<file path="src/rtl/wvb_rd_arbiter_if.sv">
// Readout stream from the waveform-buffer arbiter to the DAQ packetiser.
// One header word per event followed by that event's samples, using a valid/ready handshake.
interface wvb_rd_arbiter_if #(
    parameter int P_HDR_WIDTH = 80,
    parameter int P_CHAN_W    = 2
) ();

    logic [P_HDR_WIDTH-1:0] dout_data;
    logic [P_CHAN_W-1:0]    dout_chan;
    logic                   dout_hdr;
    logic                   dout_last;
    logic                   dout_valid;
    logic                   dout_ready;

    modport master (
        output dout_data,
        output dout_chan,
        output dout_hdr,
        output dout_last,
        output dout_valid,
        input  dout_ready
    );

    modport slave (
        input  dout_data,
        input  dout_chan,
        input  dout_hdr,
        input  dout_last,
        input  dout_valid,
        output dout_ready
    );

endinterface

</file>
<file path="src/rtl/wvb_rd_arbiter.sv">
// Round-robin readout arbiter for the waveform buffers.
// Serves one whole event at a time: pops the channel's header, streams the header word,
// then reads samples start..stop (wrapping through address 0) from the shared-address sample RAMs.
module wvb_rd_arbiter #(
    parameter int P_N_CHAN     = 4,
    parameter int P_CHAN_W     = 2,
    parameter int P_DATA_WIDTH = 22,
    parameter int P_ADR_WIDTH  = 12,
    parameter int P_HDR_WIDTH  = 80
) (
    input  logic                             clk,
    input  logic                             rst,
    input  logic                             en,
    input  logic [P_N_CHAN-1:0]              hdr_empty,
    output logic [P_N_CHAN-1:0]              hdr_rdreq,
    input  logic [P_N_CHAN*P_HDR_WIDTH-1:0]  hdr_data,
    output logic [P_ADR_WIDTH-1:0]           wvb_rd_addr,
    input  logic [P_N_CHAN*P_DATA_WIDTH-1:0] wvb_data,
    output logic                             busy,
    wvb_rd_arbiter_if.master                 dout
);

    typedef enum logic [2:0] {
        S_IDLE,
        S_HDR,
        S_HDR_OUT,
        S_RD,
        S_OUT
    } state_t;

    state_t                  state_q;
    state_t                  state_d;
    logic [P_CHAN_W-1:0]     rr_ptr;
    logic [P_CHAN_W-1:0]     cur_chan;
    logic [P_HDR_WIDTH-1:0]  hdr_q;
    logic [P_ADR_WIDTH-1:0]  rd_addr;
    logic [P_ADR_WIDTH-1:0]  remaining;

    logic [P_HDR_WIDTH-1:0]  hdr_arr  [P_N_CHAN];
    logic [P_DATA_WIDTH-1:0] samp_arr [P_N_CHAN];
    logic [P_ADR_WIDTH-1:0]  start_addr;
    logic [P_ADR_WIDTH-1:0]  stop_addr;

    logic                    grant_found;
    logic [P_CHAN_W-1:0]     grant_chan;
    logic [P_CHAN_W:0]       cand;
    logic [P_CHAN_W:0]       next_ptr_w;
    logic [P_CHAN_W-1:0]     next_ptr;
    logic                    xfer;
    logic                    is_last;

    // Unpack the flat per-channel header and sample buses into arrays indexed by channel
    always_comb begin
        for (int i = 0; i < P_N_CHAN; i++) begin
            hdr_arr[i]  = hdr_data[i*P_HDR_WIDTH +: P_HDR_WIDTH];
            samp_arr[i] = wvb_data[i*P_DATA_WIDTH +: P_DATA_WIDTH];
        end
    end

    assign start_addr = hdr_arr[cur_chan][2*P_ADR_WIDTH-1:P_ADR_WIDTH];
    assign stop_addr  = hdr_arr[cur_chan][P_ADR_WIDTH-1:0];
    assign xfer       = dout.dout_valid & dout.dout_ready;
    assign is_last    = (remaining == '0);
    assign busy       = (state_q != S_IDLE);

    // Round-robin search: first pending channel starting at rr_ptr, wrapping modulo P_N_CHAN
    always_comb begin
        grant_found = 1'b0;
        grant_chan  = '0;
        cand        = '0;
        for (int i = 0; i < P_N_CHAN; i++) begin
            cand = {1'b0, rr_ptr} + (P_CHAN_W+1)'(i);
            if (cand >= (P_CHAN_W+1)'(P_N_CHAN)) begin
                cand = cand - (P_CHAN_W+1)'(P_N_CHAN);
            end
            if (!grant_found && !hdr_empty[cand[P_CHAN_W-1:0]]) begin
                grant_found = 1'b1;
                grant_chan  = cand[P_CHAN_W-1:0];
            end
        end
    end

    // Pointer that follows the granted channel, so the winner drops to lowest priority
    always_comb begin
        next_ptr_w = {1'b0, grant_chan} + (P_CHAN_W+1)'(1);
        if (next_ptr_w >= (P_CHAN_W+1)'(P_N_CHAN)) begin
            next_ptr_w = '0;
        end
        next_ptr = next_ptr_w[P_CHAN_W-1:0];
    end

    // Header pop is a single-cycle one-hot pulse, only from idle and never while in reset
    always_comb begin
        hdr_rdreq = '0;
        if (state_q == S_IDLE && en && grant_found && !rst) begin
            hdr_rdreq[grant_chan] = 1'b1;
        end
    end

    // State register
    always_ff @(posedge clk) begin
        if (rst) begin
            state_q <= S_IDLE;
        end else begin
            state_q <= state_d;
        end
    end

    // Next-state logic: one event runs to completion before the next arbitration
    always_comb begin
        state_d = state_q;
        case (state_q)
            S_IDLE: begin
                if (en && grant_found) begin
                    state_d = S_HDR;
                end
            end
            S_HDR: begin
                state_d = S_HDR_OUT;
            end
            S_HDR_OUT: begin
                if (xfer) begin
                    state_d = S_RD;
                end
            end
            S_RD: begin
                state_d = S_OUT;
            end
            S_OUT: begin
                if (xfer) begin
                    state_d = is_last ? S_IDLE : S_RD;
                end
            end
            default: begin
                state_d = S_IDLE;
            end
        endcase
    end

    // Event datapath: grant bookkeeping, header capture and the sample address walk
    always_ff @(posedge clk) begin
        if (rst) begin
            rr_ptr      <= '0;
            cur_chan    <= '0;
            hdr_q       <= '0;
            rd_addr     <= '0;
            remaining   <= '0;
            wvb_rd_addr <= '0;
        end else begin
            case (state_q)
                S_IDLE: begin
                    if (en && grant_found) begin
                        cur_chan <= grant_chan;
                        rr_ptr   <= next_ptr;
                    end
                end
                S_HDR: begin
                    hdr_q     <= hdr_arr[cur_chan];
                    rd_addr   <= start_addr;
                    remaining <= stop_addr - start_addr;
                end
                S_HDR_OUT: begin
                    if (xfer) begin
                        wvb_rd_addr <= rd_addr;
                    end
                end
                S_OUT: begin
                    if (xfer && !is_last) begin
                        rd_addr     <= rd_addr + 1'b1;
                        remaining   <= remaining - 1'b1;
                        wvb_rd_addr <= rd_addr + 1'b1;
                    end
                end
                default: begin
                end
            endcase
        end
    end

    // Stream outputs are a function of state; the RAM output is held because the address
    // does not move until the sample transfers, so words stay stable through back-pressure
    always_comb begin
        dout.dout_valid = 1'b0;
        dout.dout_hdr   = 1'b0;
        dout.dout_last  = 1'b0;
        dout.dout_chan  = '0;
        dout.dout_data  = '0;
        case (state_q)
            S_HDR_OUT: begin
                dout.dout_valid = 1'b1;
                dout.dout_hdr   = 1'b1;
                dout.dout_chan  = cur_chan;
                dout.dout_data  = hdr_q;
            end
            S_OUT: begin
                dout.dout_valid = 1'b1;
                dout.dout_last  = is_last;
                dout.dout_chan  = cur_chan;
                dout.dout_data  = P_HDR_WIDTH'(samp_arr[cur_chan]);
            end
            default: begin
            end
        endcase
    end

endmodule
</file>
<file path="src/flat_wrapper.sv">
// flat-port wrapper written by rule: the top's interface ports become plain ports
module wvb_rd_arbiter_flat 
#(
    parameter int P_N_CHAN     = 4,
    parameter int P_CHAN_W     = 2,
    parameter int P_DATA_WIDTH = 22,
    parameter int P_ADR_WIDTH  = 12,
    parameter int P_HDR_WIDTH  = 80
)
  (clk, rst, en, hdr_empty, hdr_rdreq, hdr_data, wvb_rd_addr, wvb_data, busy, dout_dout_data, dout_dout_chan, dout_dout_hdr, dout_dout_last, dout_dout_valid, dout_dout_ready);
  wvb_rd_arbiter_if #(.P_HDR_WIDTH(P_HDR_WIDTH), .P_CHAN_W(P_CHAN_W)) dout_i ();
  input  logic clk;
  input  logic rst;
  input  logic en;
  input  logic [P_N_CHAN-1:0] hdr_empty;
  output logic [P_N_CHAN-1:0] hdr_rdreq;
  input  logic [P_N_CHAN*P_HDR_WIDTH-1:0] hdr_data;
  output logic [P_ADR_WIDTH-1:0] wvb_rd_addr;
  input  logic [P_N_CHAN*P_DATA_WIDTH-1:0] wvb_data;
  output logic busy;
  output wire logic [$bits(dout_i.dout_data)-1:0] dout_dout_data;
  output wire logic [$bits(dout_i.dout_chan)-1:0] dout_dout_chan;
  output wire logic [$bits(dout_i.dout_hdr)-1:0] dout_dout_hdr;
  output wire logic [$bits(dout_i.dout_last)-1:0] dout_dout_last;
  output wire logic [$bits(dout_i.dout_valid)-1:0] dout_dout_valid;
  input wire logic [$bits(dout_i.dout_ready)-1:0] dout_dout_ready;
  assign dout_dout_data = dout_i.dout_data;
  assign dout_dout_chan = dout_i.dout_chan;
  assign dout_dout_hdr = dout_i.dout_hdr;
  assign dout_dout_last = dout_i.dout_last;
  assign dout_dout_valid = dout_i.dout_valid;
  assign dout_i.dout_ready = dout_dout_ready;
  wvb_rd_arbiter #(.P_N_CHAN(P_N_CHAN), .P_CHAN_W(P_CHAN_W), .P_DATA_WIDTH(P_DATA_WIDTH), .P_ADR_WIDTH(P_ADR_WIDTH), .P_HDR_WIDTH(P_HDR_WIDTH)) u_core (.clk(clk), .rst(rst), .en(en), .hdr_empty(hdr_empty), .hdr_rdreq(hdr_rdreq), .hdr_data(hdr_data), .wvb_rd_addr(wvb_rd_addr), .wvb_data(wvb_data), .busy(busy), .dout(dout_i));
endmodule
</file>
<file path="config.mk">
export PLATFORM = sky130hd
export DESIGN_NAME = wvb_rd_arbiter_flat
export DESIGN_NICKNAME = d
export VERILOG_FILES = /design/src/rtl/wvb_rd_arbiter_if.sv /design/src/rtl/wvb_rd_arbiter.sv /design/src/flat_wrapper.sv
export SDC_FILE = /design/constraint.sdc
export NUM_CORES = 1
export LEC_CHECK = 0
export CAP_MARGIN = 30
export CORE_AREA = 2 2 201 203
export CTS_CLUSTER_SIZE = 25
export DETAILED_ROUTE_END_ITERATION = 8
export DIE_AREA = 0 0 203 205
export SETUP_SLACK_MARGIN = 0.5
export SYNTH_ARGS = -nofsm -noshare
export SYNTH_HDL_FRONTEND = slang
export SYNTH_SLANG_ARGS = --single-unit
</file>
<file path="constraint.sdc">
create_clock -name clk -period 3.56 [get_ports clk]
set_clock_uncertainty 0.15 [all_clocks]
set_input_delay 0.534 -clock clk [delete_from_list [all_inputs] [get_ports clk]]
set_output_delay 0.534 -clock clk [all_outputs]
set_load 0.03 [all_outputs]
</file>
==> results of run 1 <==
==> cell usage in the layout (no fill, tap or decap), types with 4 or more instances in the layout <==
cell type and count:
a211oi_1 24, nor2_1 47, xnor2_1 9, dlygate4sd2_1 55
nand3_1 5, a22o_1 22, diode_2 5, mux4_2 102
o21ai_1 5, xor2_1 9, clkbuf_16 17, o21ai_0 16
buf_4 42, and2_1 66, inv_1 19, o22ai_1 11
nand2b_1 5, dlymetal6s2s_1 12, dfxtp_1 120, nand4_1 9
clkdlybuf4s50_1 439, a31oi_1 5, a21oi_1 110, ha_1 13
nor3_1 8, a22oi_1 4, buf_12 4, nand2_1 185
==> per-stage QoR <==
step | area [µm²] | util, % | cells
4_1_cts | 15200 | 38.6 | 1983
6_report | 15300 | 38.9 | 1994
2_1_floorplan | 8740 | - | 953
5_1_grt | 15300 | 38.9 | 1991
3_5_place_dp | 14400 | 36.7 | 1937
3_3_place_gp | 14400 | 36.7 | 1937
==> timing repair <==
| item | in CTS | in global routing |
|---|---|---|
| buffers inserted | 12 | 6 |
| cloned | 2 | 0 |
| gates resized for setup | 88 | 36 |
| setup endpoints to repair | 93 | 25 |
| pin swaps | 3 | 2 |
| hold buffers | 0 | 0 |
==> how the worst max path moves through the flow <==
stage	start	to	slack [ns]	depth (start not counted)
floorplan	u_core.cur_chan[0]	u_core.remaining[8]	0.45	14
global placement	hdr_data[240]	u_core.remaining[8]	0.13	12
detailed placement	hdr_data[240]	u_core.remaining[8]	0.07	12
CTS	u_core.remaining[0]	dout_dout_last	0.30	6
global route	u_core.cur_chan[0]	u_core.remaining[8]	0.38	12
finish	u_core.remaining[0]	dout_dout_last	0.54	6
==> final cells by class <==
| class | instances | area share (%) |
|---|---|---|
| multi-input cells | 722 | 38.6 |
| diodes | 5 | 0.0818 |
| well taps | 525 | 4.29 |
| inverters | 22 | 0.540 |
| clock inverters | 13 | 0.924 |
| repair buffers | 565 | 36.4 |
| flip-flops and latches | 123 | 16.1 |
| clock buffers | 19 | 2.96 |
==> power breakdown <==
group / switching, mW / internal (mW)
Sequential: 0.116 / 1.52
Combinational: 0.961 / 1.12
Clock: 0.719 / 1.07
Total: 1.80 / 3.72
==> kinds of logic after synthesis <==
logic type                 Yosys count
AOI/OAI and AO/OA                  227
xor gates and xnor gates            18
adders and majority gates           19
buffers and inverters              108
DFF                                123
muxes                              106
and+or+nand+nor                    352
==> worst min-delay path, delay by kind of cell, from the launching register on <==
kind | cells | cell delay [ns]
compound gates | 1 | 0.05
flops | 1 | 0.30
simple gates | 1 | 0.05
==> layer usage <==
| metal | up-vias | track usage, % | wire length, µm |
|---|---|---|---|
| met3 | 34 | 5.71 | 3190 |
| met1 | 4526 | 24.7 | 17400 |
| li1 | 4507 | - | - |
| met5 | - | 0 | 57 |
| met4 | 8 | 4.95 | 568 |
| met2 | 355 | 32.1 | 20500 |
==> flip-flops by register name (all words and copies together) (netlist names) <==
register	count
u_core.hdr_q	80
u_core.rd_addr	12
u_core.remaining	12
u_core.wvb_rd_addr	12
u_core.state_q	3
u_core.cur_chan	2
u_core.rr_ptr	2
==> summary.md, run 1 <==
| Metric | Value |
|---|---|
| DRT Pass-1 Iters | 5 |
| Outcome | complete, no violations |
| Clock latency on the worst-skew pair | approximately 0.44 ns |
| Fmax | between 300 and 400 MHz |
| WS Path Type | flip-flop to output port |
| Largest area contributor in the netlist | dfxtp_1 |
| Synthesis-stage register bit count | about 120 |
| Number of flops mapped to enable cells by yosys | 0 |
| Register area share after synthesis | between 20% and 30% |
| Max rail drop VDD | roughly 0.00025 V |
| Crit-path cells | inv_1, ha_1, or4b_1, or3_4, nor2_2, buf_2 |
| Min-delay src | u_core.hdr_q[42] |
| R2R setup slack | ~0.56 ns |
| Min Tclk post-route | just over 3 ns |
| Post-Syn Nets | around 1400 |
| WP data arrival | between 2 and 2.5 ns |
| Data required time at the worst endpoint | approximately 2.9 ns |
| Adder-Cell Fraction of Synth Area | 2.83% |
| Via count | roughly 9400 |
| Overall die height | ~210 µm |
| Cts bufs inserted | 17 |
| Clock sink count | ~120 |
| Final Hold Viols | 0 |
| CP Buf/Inv Count | 2 |
| First-pass GRT wire length | 60100 µm |
| DR WL/cell | around 21 µm |
| Worst Setup End Kind | output port |
| Fin. max-slew vios | 0 |
| Synth top area share | between 20% and 30% |
| Largest family of logic cells by synthesized area | multiplexers |
| Post-Synthesis Cell Area | just under 9000 µm² |
| Number of global-route vias before repair | about 9600 |
| R2r endpoint | u_core.remaining[8] |
| P per Cell Area | around 360 nW/µm² |
| Initial antenna violation count | 10 |
| Most frequent cell after synthesis | nand2_1 |
| Async set-reset flop share out of synthesis | 0% |
| Yosys warnings | 0 |
| Synth top area cells | dfxtp_1 (28%), mux4_2 (26%), nand2_1 (8.0%) |
| Worst-Margin Slew | 1.02 ns |
| Critical-path top delay cell | or4b_1 |
| Synth top cells by count | nand2_1 (185), dfxtp_1 (123), a21oi_1 (111) |
| Global Route Usage Sum | between 10% and 20% |
| Compound-gate portion of the synthesized area | between 10% and 20% |
| Num rows | 73 |
| Worst reg-to-reg path cell count | 12 |
| Simple-gate share of the synthesized area | a little under a fifth |
| Final worst-path cycle share | 84.9% |
| Max-cap violations | 0 |
| Pre-CTS setup slack | 0.0721 ns |
| Initial DRC Count | around 760 |
| CTS tree | yes |
| Clk buf depth | 2 |
| Grt ovf | 0 |
| Total Wirelength | ~42000 µm |
| RSZ-0062 raised after global routing | yes |
| Via density | roughly 4.7 |
| H-tree lvl count | 4 |
| Share of cells above drive strength 1 | 15.4% |
| Pwr Total | 5.52 mW |
| Storage cell area | roughly 2500 µm² |
| Setup TNS | 0 ns |
| Total die area | about 42000 µm² |
| Multi-input gate area | just under 6000 µm² |
| Worst r2r src | u_core.cur_chan[0] |
| CTS root buffer | clkbuf_16 |
| Post-synth cell types | 57 |
| Fill cells | 3934 |
| Worst slew margin | a little under a third |
| Count of final setup violators | 0 |
| Drt drc | 0 |
| Die X | 203 µm |
| Hold Path Class | flip-flop to flip-flop |
| Post-route setup slack | approximately 0.54 ns |
| CP top delay family | simple AND/OR/NAND/NOR gates |
| Most used DFF post-synth | dfxtp_1 |
| I/O Pins | between 500 and 600 |
| Synth Area in XOR/XNOR | under 10% |
| Delay of the slowest critical-path stage | between 0.4 and 0.5 ns |
| Final GP Congestion | ~0.82 |
| Initial Util | 22.0% |
| Clock-pin slew on the worst setup and hold paths | approximately 0.06 ns |
| Cell leakage power | between 5 and 6 nW |
| Mean Syn Cell Area | about 9.1 µm² |
| PortBufs | between 500 and 600 |
| Mapped Cells | roughly 950 |
| Post-route ant nets | 0 |
| Hold endpoint | u_core.hdr_q[42] |
| CP startpoint kind | flip-flop |
| Synth-to-Final Area Change | 76.3% |
| CP Max Fanout | 5 |
| Core Area | approximately 39000 µm² |
| Worst hold slack | 0.299 ns |
| Pin count of the biggest net entering global routing | slightly above 80 |
| Mux cell area share after synthesis | a little over a quarter |
| Final nets | about 1900 |
| Hold Crit Depth | 2 |
| Final HPWL DP | ~33000 µm |
Power figures use the tool's default switching activity.
==> run 2, diff against run 1 <==
==> constraint.sdc (replaced) <==
create_clock -name clk -period 2.8 [get_ports clk]
set_clock_uncertainty 0.15 [all_clocks]
set_input_delay 0.42 -clock clk [delete_from_list [all_inputs] [get_ports clk]]
set_output_delay 0.42 -clock clk [all_outputs]
set_load 0.03 [all_outputs]
==> run 2 against run 1 <==
Effect of this change:
- the run now ends with negative setup slack left
- cell count up 5.4%
- wire length up 13%
- largest cell class is now non-clock buffers
- first-iteration DRC count down 12%
- clock power up 11%
- clock-buffer cell count up 4
- sequential power up 28%
- global-route usage up 2.3 points
- worst setup slack worse by 0.73 ns
- register-to-register slack worse by 0.75 ns
- hold slack better by 0.0053 ns
- sequential share of layout area down 1.9 points
==> summary.md, run 2 (same netlist as run 1, synthesis figures left out) <==
| Metric | Value |
|---|---|
| Outcome | finished, violations left |
| Failing checks | negative setup slack |
| Combinational power share | 45.7% (+7.9 points) |
| Fin. max-slew vios | 0 (unchanged) |
| WS Path Type | flip-flop to flip-flop |
| Max reg flops | 80 (unchanged) |
| Clock-pin slew on the worst setup and hold paths | 0.06 ns (about the same) |
| Synth-to-Final Area Change | 101% |
| Cell leakage power | 6.42 nW (+11%) |
| Die X | 203 µm (unchanged) |
| Num rows | 73 (unchanged) |
| CP top delay family | compound AO/OA/AOI/OAI gates |
| Switching part of the total | 33.5% (+0.97 points) |
| M1 wire length | 18200 µm (+4.2%) |
| Overall die height | 205 µm (unchanged) |
| Total Wirelength | 47400 µm (+13%) |
| Initial antenna violation count | 20 (+10) |
| Max-cap violations | 0 (unchanged) |
| DR WL met3 | 3280 µm (+2.9%) |
| Drt drc | 0 (unchanged) |
| Multi-input gate area | 6510 µm² (+10%) |
| PortBufs | 517 (unchanged) |
| Metal2 WL | 24500 µm (+19%) |
| Sequential share of power | 27.9% (-1.9 points) |
| Pwr Total | 7.52 mW (+36%) |
| Via count | 10200 (+8.3%) |
| Fill cells | 3724 (-5.3%) |
| Storage cell area | 2480 µm² (+0.46%) |
| First-pass GRT wire length | 66100 µm (+10%) |
| Pre-CTS setup slack | -0.604 ns (-0.676 ns) |
| DR WL/cell | 22.6 µm (+7.6%) |
| DRT Pass-1 Iters | 5 (unchanged) |
| Worst-Margin Slew | 0.961 ns (-0.0614 ns) |
| Min Tclk post-route | approximately 3.0 ns |
| Final worst-path cycle share | 107% |
| Most flop-heavy register | u_core.hdr_q |
| Via density | 4.86 (+2.8%) |
| Commonest non-fill, non-tap cells in the layout | clkdlybuf4s50_1 (422), nand2_1 (184), dfxtp_1 (115) |
| CP Buf/Inv Count | 2 (unchanged) |
| Final nets | 1984 (+5.2%) |
| CTS Hold Bufs | 0 (unchanged) |
| Cell internal pwr | 5.00 mW (+34%) |
| CP startpoint kind | flip-flop |
| CTS root buffer | clkbuf_16 |
| Data required time at the worst endpoint | 2.92 ns (+0.04 ns) |
| I/O Pins | 518 (unchanged) |
| Hold Path Class | flip-flop to flip-flop |
| Clock power frac | 26.4% (-6.0 points) |
| Core Area | 39400 µm² (unchanged) |
| Crit-path cells | mux4_2, inv_2, ha_4, inv_2, fa_2, a211o_1, a21oi_4, o21ai_1, a21oi_2, xor2_1, o22ai_1 |
| Total die area | 41600 µm² (unchanged) |
| Setup TNS | -0.689 ns (-0.689 ns) |
| Final Hold Viols | 0 (unchanged) |
| Cts bufs inserted | 17 (unchanged) |
| Critical-path top delay cell | mux4_2 |
| Global Route Usage Sum | 21.7% (+2.3 points) |
| Number of global-route vias before repair | 10400 (+8.6%) |
| Post-route setup slack | -0.188 ns (-0.726 ns) |
| RSZ-0062 raised after global routing | yes |
| Initial DRC Count | 674 (-12%) |
| Grt ovf | 0 (unchanged) |
| Max rail drop VDD | 0.000432 V (+75%) |
| Initial Util | 22.0% (unchanged) |
| P per Cell Area | 432 nW/µm² (+20%) |
| Share of cells above drive strength 1 | 34.3% (+19 points) |
| Net Sw Power | 2.52 mW (+40%) |
| Worst slew margin | 35.9% (+4.1 points) |
| H-tree lvl count | 4 (unchanged) |
| Clk buf depth | 2 (unchanged) |
| CTS tree | yes |
| Worst Setup End Kind | flip-flop |
| Final HPWL DP | 35800 µm (+8.0%) |
| CP Max Fanout | 4 (-1) |
| Final GP Congestion | 0.910 (+11%) |
| Clock latency on the worst-skew pair | 0.42 ns (-0.02 ns) |
| WP data arrival | 3.11 ns (+0.77 ns) |
| Fmax | ~330 MHz |
| Count of final setup violators | 11 (+11) |
| Delay of the slowest critical-path stage | 0.56 ns (+0.08 ns) |
| Pin count of the biggest net entering global routing | 78 (-6.0%) |
| Top layer in use | met5 |
| Commonest non-fill, non-tap cell in the layout | clkdlybuf4s50_1 |
| Clock sink count | 123 (unchanged) |
| Post-route ant nets | 0 (unchanged) |
| CP most frequent cell | inv_2 |
==> run 2: changes by cell type in the layout (fill, tap and decap cells not counted), sizes merged, moves of 2 or more <==
cell | previous run | this run
buf | 51 | 234
dlygate4sd2 | 55 | 4
clkdlybuf4s50 | 439 | 422
dlymetal6s2s | 12 | 1
diode | 5 | 14
clkdlybuf4s15 | 3 | 0
bufbuf | 2 | 0
bufinv | 2 | 0
clkbuf | 22 | 24
inv | 24 | 22
==> run 2: path summary, 6_finish.rpt <==
path | start | endpoint | slack, ns | cells past startpoint
hold reg to reg | u_core.hdr_q[67] | u_core.hdr_q[67] | 0.30 | 2
hold / removal | u_core.hdr_q[67] | u_core.hdr_q[67] | 0.30 | 2
setup reg to reg | u_core.cur_chan[0] | u_core.remaining[10] | -0.19 | 11
setup / recovery | u_core.cur_chan[0] | u_core.remaining[10] | -0.19 | 11
==> run 2: layout make-up <==
| type | count | share of cell area, % |
|---|---|---|
| multi-input combinational | 723 | 37.3 |
| inverter | 22 | 0.503 |
| tap | 525 | 3.77 |
| timing repair buffer | 662 | 41.1 |
| sequential | 123 | 14.2 |
| clock inverter | 9 | 0.287 |
| clock buffer | 23 | 2.57 |
| antenna | 14 | 0.201 |
==> run 2: worst register-to-register path, delay by kind of cell, from the launching register on <==
family	cells	cell delay, ns
compound gates	5	0.90
buf+inv	2	0.12
mux	1	0.57
flops	1	0.42
fa+ha+maj	2	0.48
xor+xnor	1	0.19
==> run 2: timing repair <==
action / in CTS / in global routing
resized for setup: 262 / 54
pin swaps: 81 / 56
setup buffers: 33 / 21
setup endpoints to repair: 167 / 127
gates cloned: 10 / 3
==> run 2: power by group through the flow <==
stage	Combinational, mW	Sequential (mW)	Clock, mW
2_1_floorplan	1.54	2.09	0
3_3_place_gp	2.76	2.11	0
3_5_place_dp	2.80	2.12	0
4_1_cts	3.24	2.09	2.02
5_1_grt	3.66	2.12	2.10
6_report	3.43	2.10	1.99
==> run 2: stage by stage <==
stage | cell area (µm²) | utilization (%) | hold slack (ns) | std cells
global placement | 15000 | 38.2 | 0.288 | 1988
floorplan | 8920 | - | 0.282 | 953
CTS | 17000 | 43.2 | 0.305 | 2063
finish | 17400 | 44.3 | 0.305 | 2101
detailed placement | 15000 | 38.2 | 0.292 | 1988
global route | 17400 | 44.3 | 0.322 | 2099
==> run 2: layer usage <==
layer	vias up	global-route usage [%]
met3	71	6.27
met4	10	8.34
met5	-	0
met1	5030	24.9
li1	4719	-
met2	387	38.0
